$ cat src/rtl/pc_sequencer.sv
// Program-counter owner: sequences opcode fetch, jump operand fetch and jump resolution.
// Define CALL_STACK_EN to add the STACK_DEPTH-entry return-address LIFO used by call/return.
module pc_sequencer #(
  parameter logic [15:0] RESET_VEC   = 16'h0000,
  parameter int          STACK_DEPTH = 4
) (
  input  logic        clk,
  input  logic        rst,
  output logic        mem_req,
  output logic [15:0] mem_addr,
  input  logic        mem_ack,
  input  logic [7:0]  mem_data,
  input  logic        is_jmp,
  input  logic        is_call,
  input  logic        is_ret,
  input  logic        exec_done,
  output logic [7:0]  ins,
  output logic        ins_valid,
  output logic [7:0]  jmp_data,
  output logic        jmp_pcc,
  output logic        jmp_oe,
  input  logic        jmp_taken,
  input  logic [15:0] jmp_target,
  output logic [15:0] pc,
  output logic        stack_err
);

  localparam logic [2:0] S_FETCH   = 3'd0;
  localparam logic [2:0] S_DECODE  = 3'd1;
  localparam logic [2:0] S_EXEC    = 3'd2;
  localparam logic [2:0] S_HI      = 3'd3;
  localparam logic [2:0] S_LO      = 3'd4;
  localparam logic [2:0] S_RESOLVE = 3'd5;

  logic [2:0]  state_q, state_d;
  logic [15:0] pc_q, pc_d;
  logic [7:0]  ins_q, ins_d;
  logic [7:0]  data_q, data_d;
  logic        ret_hit, call_hit;
  logic        push, pop;
  logic        stack_empty;
  logic [15:0] stack_top;

  // Strobes are masked during the reset cycle regardless of the state register.
  assign mem_req   = !rst && (state_q == S_FETCH || state_q == S_HI || state_q == S_LO);
  assign mem_addr  = mem_req ? pc_q : 16'h0000;
  assign ins       = ins_q;
  assign ins_valid = !rst && (state_q == S_EXEC);
  assign jmp_data  = (state_q == S_HI) ? mem_data : data_q;
  assign jmp_pcc   = mem_req && (state_q == S_HI) && mem_ack;
  assign jmp_oe    = !rst && (state_q == S_RESOLVE);
  assign pc        = pc_q;

  always_comb begin
    state_d = state_q;
    pc_d    = pc_q;
    ins_d   = ins_q;
    data_d  = data_q;
    push    = 1'b0;
    pop     = 1'b0;
    case (state_q)
      S_FETCH: begin
        if (mem_ack) begin
          ins_d   = mem_data;
          pc_d    = pc_q + 16'd1;
          state_d = S_DECODE;
        end
      end
      S_DECODE: begin
        if (ret_hit) begin
          pop     = 1'b1;
          pc_d    = stack_empty ? RESET_VEC : stack_top;
          state_d = S_FETCH;
        end else if (is_jmp) begin
          state_d = S_HI;
        end else begin
          state_d = S_EXEC;
        end
      end
      S_EXEC: begin
        if (exec_done) state_d = S_FETCH;
      end
      S_HI: begin
        if (mem_ack) begin
          pc_d    = pc_q + 16'd1;
          state_d = S_LO;
        end
      end
      S_LO: begin
        if (mem_ack) begin
          data_d  = mem_data;
          pc_d    = pc_q + 16'd1;
          state_d = S_RESOLVE;
        end
      end
      S_RESOLVE: begin
        // pc_q already points past the operands: that is the return address and relative base.
        if (jmp_taken) begin
          pc_d = jmp_target;
          push = call_hit;
        end
        state_d = S_FETCH;
      end
      default: state_d = S_FETCH;
    endcase
  end

  always_ff @(posedge clk) begin
    if (rst) begin
      state_q <= S_FETCH;
      pc_q    <= RESET_VEC;
      ins_q   <= 8'h00;
      data_q  <= 8'h00;
    end else begin
      state_q <= state_d;
      pc_q    <= pc_d;
      ins_q   <= ins_d;
      data_q  <= data_d;
    end
  end

`ifdef CALL_STACK_EN
  localparam int PW = $clog2(STACK_DEPTH);

  logic [15:0]   stk_q [STACK_DEPTH];
  logic [PW-1:0] wr_ptr_q;
  logic [PW:0]   cnt_q;
  logic          err_q;

  assign ret_hit     = is_ret;
  assign call_hit    = is_call;
  assign stack_empty = (cnt_q == '0);
  assign stack_top   = stk_q[wr_ptr_q - PW'(1)];
  assign stack_err   = err_q;

  // Circular buffer: when full, the write pointer sits on the oldest entry, so a push overwrites it.
  always_ff @(posedge clk) begin
    if (rst) begin
      wr_ptr_q <= '0;
      cnt_q    <= '0;
      err_q    <= 1'b0;
    end else if (push) begin
      stk_q[wr_ptr_q] <= pc_q;
      wr_ptr_q        <= wr_ptr_q + PW'(1);
      if (cnt_q == (PW+1)'(STACK_DEPTH)) err_q <= 1'b1;
      else                               cnt_q <= cnt_q + (PW+1)'(1);
    end else if (pop) begin
      if (stack_empty) begin
        err_q <= 1'b1;
      end else begin
        wr_ptr_q <= wr_ptr_q - PW'(1);
        cnt_q    <= cnt_q - (PW+1)'(1);
      end
    end
  end
`else
  logic unused_stack;

  assign ret_hit      = 1'b0;
  assign call_hit     = 1'b0;
  assign stack_empty  = 1'b1;
  assign stack_top    = RESET_VEC;
  assign stack_err    = 1'b0;
  assign unused_stack = ^{is_call, is_ret, push, pop};
`endif

endmodule

$ cat config.mk
export PLATFORM = sky130hd
export DESIGN_NAME = pc_sequencer
export DESIGN_NICKNAME = d
export VERILOG_FILES = /design/src/rtl/pc_sequencer.sv
export SDC_FILE = /design/constraint.sdc
export NUM_CORES = 1
export LEC_CHECK = 0
export ABC_AREA = 1
export CORE_MARGIN = 2
export CORE_UTILIZATION = 46
export CTS_CLUSTER_DIAMETER = 100
export DETAILED_ROUTE_END_ITERATION = 10
export MAX_ROUTING_LAYER = met4
export PLACE_DENSITY = 0.87
export RECOVER_POWER = 50
export REMOVE_ABC_BUFFERS = 1
export SLEW_MARGIN = 20
export SYNTH_ARGS = -nofsm -noshare
export SYNTH_HDL_FRONTEND = slang
export SYNTH_SLANG_ARGS = --single-unit
$ cat constraint.sdc
create_clock -name clk -period 3.85 [get_ports clk]
set_clock_uncertainty 0.2 [all_clocks]
set_input_delay 1.155 -clock clk [delete_from_list [all_inputs] [get_ports clk]]
set_output_delay 1.155 -clock clk [all_outputs]
set_load 0.1 [all_outputs]
# [Yosys cells after proc, flatten, opt, wreduce, memory -nomap -nowiden]
# Index checks and enable logic that the tools add are counted.
[totals] register_bits=35 latchBits=0 ramBits=0 romBits=0 inputBits=32 out_inout_bits=53 elab_cells=42 memories=0
[classes] add_sub_neg=1 mul=0 div=0 magnitude_cmp=0 eq_ne=11 n_shift=0 muxes=11 bitwise=0 reduce_logical=15
[ops] op="$mux 16" count=3
[ops] op="$pmux 16 s2" count=1
[ops] op="$add 16x1->16 const B" count=1
[ops] op="$pmux 3 s5" count=1
[ops] op="$mux 3" count=4
[ops] op="$ne 2x2->1 const B" count=5
[ops] op="$mux 8" count=1
[ops] op="$eq 3x2->1 const B" count=2
[ops] op="$eq 3x3->1 const B" count=2
[ops] op="$logic_and 1x1->1" count=5
[ops] op="$reduce_and 2->1" count=2
[ops] op="$reduce_and 4->1" count=1
[ops] op="$eq 3x1->1 const B" count=1
[ops] op="$logic_not 3->1" count=1
[ops] op="$reduce_and 3->1" count=1
[ops] op="$reduce_or 3->1" count=1
[ops] op="$logic_or 1x1->1" count=2
[ops] op="$ne 2x1->1 const B" count=1
[ops] op="$reduce_bool 2->1" count=1
[ops] op="$logic_not 1->1" count=1
[ops] op="$mux 1" count=1

# [Longest topological paths before layout]
# Gate-level depths: netlist of run 1.
[logic_depth] ltp_word=6 ltp_mapped=11 depth_no_buf=10

# [Worst setup path after synthesis of run 1]
# Ideal clock, no wire load.
[synth_timing] path_type="in2out" from="input port rst" to="output port mem_addr[10]" arrival_ns=4.383 required_ns=2.495 path_slack_ns=-1.888 path_stages=5 path_cell_list="clkbuf_1 -> nor2_1 -> inv_2 -> buf_2 -> nor2_1"
[synth_between] elab_chain_cells=3
[synth_rtl] element="start, declared" line="8" source="input logic rst,"
[synth_rtl] element="$logic_not 1->1" line="45" source="assign mem_req = !rst && (state_q == S_FETCH || state_q == S_HI || state_q == S_LO);"
[synth_rtl] element="$logic_and 1x1->1" line="45"
[synth_rtl] element="via mem_req" line="9" source="output logic mem_req,"
[synth_rtl] element="$mux 16" line="46" source="assign mem_addr = mem_req ? pc_q : 16'h0000;"
[synth_rtl] element="end, declared" line="10" source="output logic [15:0] mem_addr,"
# The timed path passes the listed nets, and every way through them passes these cells.

# [Final worst setup path of run 1]
[layout_timing] from="input port rst" to="output port mem_addr[0]"
[layout_between] elab_chain_cells=3
[layout_rtl] element="$logic_not 1->1" line="45"
[layout_rtl] element="$logic_and 1x1->1" line="45"
[layout_rtl] element="$mux 16" line="46"
# No other way between the ends.

==> results.json, run 1 <==
{
  "drc": 0,
  "grt_usage": 0.2504,
  "yosysUniqueCellTypes": 27,
  "power_density_nw_per_um2": 400.0,
  "finalCritPeriodShare": 0.9744,
  "synthFlopType": "dfxtp_1",
  "setup_tns_ps": 0,
  "viasPerCell": 5.173,
  "dieArea_um2": 4951,
  "core-area_um2": 4294,
  "synthTopCellsByArea": "dfxtp_1 35%, nand2_1 13%, o21ai_0 9.4%, nor2_1 8.3%, inv_1 7.8%",
  "gr-total-overflow": 0,
  "hpwl_mm": 4.243,
  "diodes": 0,
  "stdcell_count": 462,
  "worstPathArrival_ps": 2400,
  "ys_seq_elements": 35,
  "antenna_found_initial": 0,
  "path_max_fanout": 16,
  "area_growth_pct": 52.38,
  "post-route-worst-setup-slack_ps": 98.66,
  "cts_hold_buf": 0,
  "synthArstFlopShare": 0,
  "grt_max_degree": 28,
  "relSlewSlack": 0.1990,
  "end_kind": "output port",
  "cts_resized": 0,
  "dieWidth_um": 70.36,
  "cts_sinks": 35,
  "rsz0062_at_grt": "false",
  "clk_pin_slew_ps": 70,
  "cts_max_level": 2,
  "wire_per_inst_um": 12.74,
  "cts_setup_buffers": 0,
  "grt_pass1_wl_mm": 9.722,
  "io_buffers": 81,
  "maxCapViolations": 0,
  "finalMaxSlewViolations": 0,
  "insertion_delay_ps": 290,
  "start_util": 0.4717,
  "dp.cells": 454,
  "power_mw": 1.235,
  "placed_area_um2": 3083,
  "clockBufferDepth": 2,
  "yosys.area.top_type": "dfxtp_1",
  "outcome": "finished, final reports clean",
  "cts_tree": "done",
  "place_congestion": 0.8222,
  "hold_viol_final": 0,
  "netlist.area_leader.share": 0.3459,
  "routed-via-count": 2390,
  "fmax_mhz": 266.6,
  "synth.cell_area_um2": 2026,
  "yosysMostFrequentCell": "nand2_1",
  "synth_cells": 330,
  "vdd_drop_max_uv": 307.1,
  "finalSetupViolations": 0,
  "drt_iter0_drc": 306,
  "min_path_type": "reg2reg",
  "boundaryPins": 85,
  "nFillCells": 375,
  "required_ps": 2490,
  "drive_gt1_frac": 0.1268,
  "multi_input_area_um2": 1074,
  "routed_wirelength_mm": 5.886,
  "die_h_um": 70.36,
  "firstDrtPassIters": 4,
  "yosysWarnings": 0,
  "avgSynthCellArea_um2": 6.138,
  "worst_pin_slew_ps": 1207,
  "ant_nets": 0,
  "crit_type": "in2out",
  "dp_slack_ps": 99.53,
  "rows": 24,
  "timing.critical_path.from_type": "primary input",
  "seq_area_um2": 700.7,
  "seq_area_frac_synth": 0.3459,
  "nets": 442,
  "numCtsBuffers": 5,
  "synth_edf_count": 0,
  "p_leak_nw": 1.159,
  "grt_pass1_vias": 2276,
  "finalInstanceArea_um2": 3087,
  "fin_crit_ps": 3751,
  "synth_common_cells": "70 x nand2_1, 45 x nor2_1, 42 x inv_1",
  "root_buffer": "clkbuf_8"
}
-- worst max-delay path, stage by stage --
cell and delay (ps):
clkdlybuf4s50_1 450, nor2_1 180, inv_2 160, nor2_1 230
buf_12 210
-- area by class of cell --
type                            instances  area share
Tap cell                               52     0.02108
Inverter                               46     0.05594
Timing Repair Buffer                   86      0.3158
Sequential cell                        35      0.2270
Clock buffer                            8     0.03243
Multi-Input combinational cell        235      0.3478
-- sequential cells by signal, summed over array words and instances, names as in the netlist --
register	count
data_q	8
ins	8
state_q	3
pc	16
-- layout by cell type (no fill, tap or decap), types with 2 or more instances in the layout --
cell type        synthesis  final
nor2_2                   5      5
clkdlybuf4s50_1          0     28
nand3_1                 22     22
dfxtp_1                 35     35
nand4_1                  3      3
inv_2                    3      3
clkbuf_8                 0      7
buf_4                    1      4
clkbuf_1                 7     26
a21oi_1                 31     31
nand2_1                 70     71
o21ai_1                  8      7
nor2_1                  45     45
a21oi_2                  2      2
inv_1                   42     42
o22ai_1                  2      2
buf_12                   0     28
o21ai_0                 38     39
-- where the power goes --
| group | total (mW) | leakage (nW) | internal, mW | switching, mW |
|---|---|---|---|---|
| registers | 0.412 | 0.285 | 0.389 | 0.0231 |
| clock network | 0.302 | 0.0515 | 0.163 | 0.139 |
| logic | 0.521 | 0.823 | 0.128 | 0.392 |
| total | 1.23 | 1.16 | 0.681 | 0.554 |
-- stage by stage --
step                      hold slack, ps  utilization
after floorplan                    226.6            -
after global placement             230.3       0.7179
after detailed placement           238.6       0.7179
after CTS                          250.8       0.7413
after global routing               267.4       0.7188
final                              249.0       0.7188
-- metal layers --
layer	up-vias	global-route usage	routed length (µm)
met1	1041	0.2741	2371
li1	1211	-	-
met5	-	-	0
met3	12	0.07937	575
met4	0	0.08974	107
met2	126	0.4256	2831
-- worst paths after layout --
| path | end | cells after the start | slack (ps) | startpoint |
|---|---|---|---|---|
| worst max-delay path | mem_addr[0] | 5 | 100 | rst |
| worst min-delay path | ins[7]$_SDFFE_PP0P_ | 2 | 250 | ins[7]$_SDFFE_PP0P_ |
| worst min register to register | ins[7]$_SDFFE_PP0P_ | 2 | 250 | ins[7]$_SDFFE_PP0P_ |
| worst max register to register | pc[8]$_SDFFE_PP0P_ | 9 | 1250 | state_q[2]$_SDFFE_PP0P_ |
-- logic make-up after synthesis --
family | synth area share
AND/OR/NAND/NOR | 0.3144
AO/OA/AOI/OAI | 0.2088
buffers and inverters | 0.1229
flip-flops | 0.3459
adder cells (fa/ha/maj) | 0.006176
other | 0.001851
Power figures use the tool's default switching activity.
==> inputs of run 2 (changes only) <==
- clock period: 3.85 -> 4.5 ns (I/O delays scaled with it)
==> results.json, run 2 (synthesized netlist as in run 1, its figures left out) <==
{
  "swShare": 0.4337,
  "cts_sinks": 35,
  "cts_hold_buf": 0,
  "rsz0062_at_grt": "false",
  "cts_resized": 0,
  "reg2regPathDepth": 8,
  "wire_per_inst_um": 12.47,
  "pwr-share-seq": 0.320,
  "path_common_cell": "nor2_1",
  "fin_crit_ps": 4334,
  "max_stage_delay_ps": 640,
  "insertion_delay_ps": 290,
  "rows": 24,
  "dp.cells": 452,
  "outcome": "finished, final reports clean",
  "cts_max_level": 2,
  "worst_pin_slew_ps": 999.8,
  "finalMaxSlewViolations": 0,
  "clkPwrFrac": 0.262,
  "finalSetupViolations": 0,
  "power.internal_mw": 0.6240,
  "core-area_um2": 4294,
  "start_util": 0.4717,
  "drc": 0,
  "crit_path_top_delay_cell": "dlygate4sd3_1",
  "routed-via-count": 2367,
  "crit_type": "in2out",
  "grt_pass1_vias": 2164,
  "relSlewSlack": 0.3314,
  "nets": 440,
  "power_switching_mw": 0.4780,
  "ant_nets": 0,
  "dieArea_um2": 4951,
  "vdd_drop_max_uv": 267.8,
  "routed_wirelength_mm": 5.735,
  "end_kind": "output port",
  "required_ps": 2950,
  "fmax_mhz": 230.7,
  "setup_tns_ps": 0,
  "p_leak_nw": 1.236,
  "layout_commonest_cell": "nand2_1",
  "path_max_fanout": 16,
  "min_path_type": "reg2reg",
  "firstDrtPassIters": 4,
  "stdcell_count": 460,
  "worstPathArrival_ps": 2780,
  "path_cells": "dlygate4sd3_1, nor2_1, inv_2, nor2_1, buf_12",
  "io_buffers": 81,
  "die_h_um": 70.36,
  "timing.critical_path.from_type": "primary input",
  "viasPerCell": 5.146,
  "root_buffer": "clkbuf_8",
  "comb_power_share": 0.418,
  "drt_iter0_drc": 240,
  "hold_viol_final": 0,
  "grt_max_degree": 28,
  "place_congestion": 0.8325,
  "clockBufferDepth": 2,
  "hold_depth": 2,
  "final_cell_mix": "71 x nand2_1, 45 x nor2_1, 43 x inv_1, 43 x clkdlybuf4s50_1, 41 x o21ai_0",
  "maxCapViolations": 0,
  "hpwl_mm": 4.231,
  "cts_tree": "done",
  "clk_pin_slew_ps": 80,
  "gr-total-overflow": 0,
  "finalCritPeriodShare": 0.9631,
  "diodes": 0,
  "boundaryPins": 85,
  "cts_setup_buffers": 0,
  "power_density_nw_per_um2": 340.7,
  "grt_usage": 0.2379,
  "largest_reg_flops": 16,
  "numCtsBuffers": 5,
  "grt_pass1_wl_mm": 9.411,
  "antenna_found_initial": 0,
  "area_growth_pct": 59.67,
  "power_mw": 1.102,
  "dieWidth_um": 70.36,
  "drive_gt1_frac": 0.1225
}
## run 2: changes by cell type in the layout (fill, tap and decap cells not counted), moves of 2 or more
cell | before | now
clkdlybuf4s50_1 | 28 | 43
dlygate4sd3_1 | 1 | 10
clkbuf_1 | 26 | 0
o21ai_0 | 39 | 41
clkbuf_8 | 7 | 5
o21ai_1 | 7 | 5
## run 2: worst paths after layout
kind / from / end / slack, ps
worst min-delay path: ins[4]$_SDFFE_PP0P_ / ins[4]$_SDFFE_PP0P_ / 240
worst max register to register: state_q[2]$_SDFFE_PP0P_ / pc[5]$_SDFFE_PP0P_ / 1490
worst max-delay path: rst / mem_addr[0] / 170
worst min register to register: ins[4]$_SDFFE_PP0P_ / ins[4]$_SDFFE_PP0P_ / 240
## run 2: power groups by stage
stage	logic, mW	registers [mW]	clock network (mW)
2_1_floorplan	0.193	0.486	0
3_3_place_gp	0.458	0.358	0
3_5_place_dp	0.465	0.360	0
4_1_cts	0.468	0.353	0.293
5_1_grt	0.486	0.356	0.310
6_report	0.460	0.353	0.289
## run 2: area by class of cell
cell class / instances / area, µm²
well taps: 52 / 65.06
inverters: 46 / 172.7
clock buffers: 5 / 68.82
clock inverters: 3 / 43.79
multi-input cells: 235 / 1070
flip-flops and latches: 35 / 700.7
repair buffers: 84 / 1114
fillers: 326 / 1060
## run 2: metal layers
layer  vias to the layer above  routed length, µm  global-route usage
li1                       1205                  -                   -
met5                         -                  0                   -
met3                         5                506             0.07504
met2                        94               2813              0.4025
met1                      1063               2366              0.2712
met4                         0                 49             0.06410
## run 2: metrics by stage
step | instance area [µm²] | hold WS, ps | worst slack [ps] | utilization
floorplan | 1949 | 226.6 | -1416 | -
global placement | 3128 | 229.2 | 298.8 | 0.7284
detailed placement | 3128 | 237.9 | 286.0 | 0.7284
CTS | 3241 | 250.1 | 277.2 | 0.7547
global route | 3234 | 271.1 | 122.2 | 0.7532
finish | 3234 | 243.0 | 166.3 | 0.7532
## run 2: critical path: cells and delay by family
kind / cells / cell delay (ps)
buf+inv: 3 / 1000
simple gates: 2 / 420
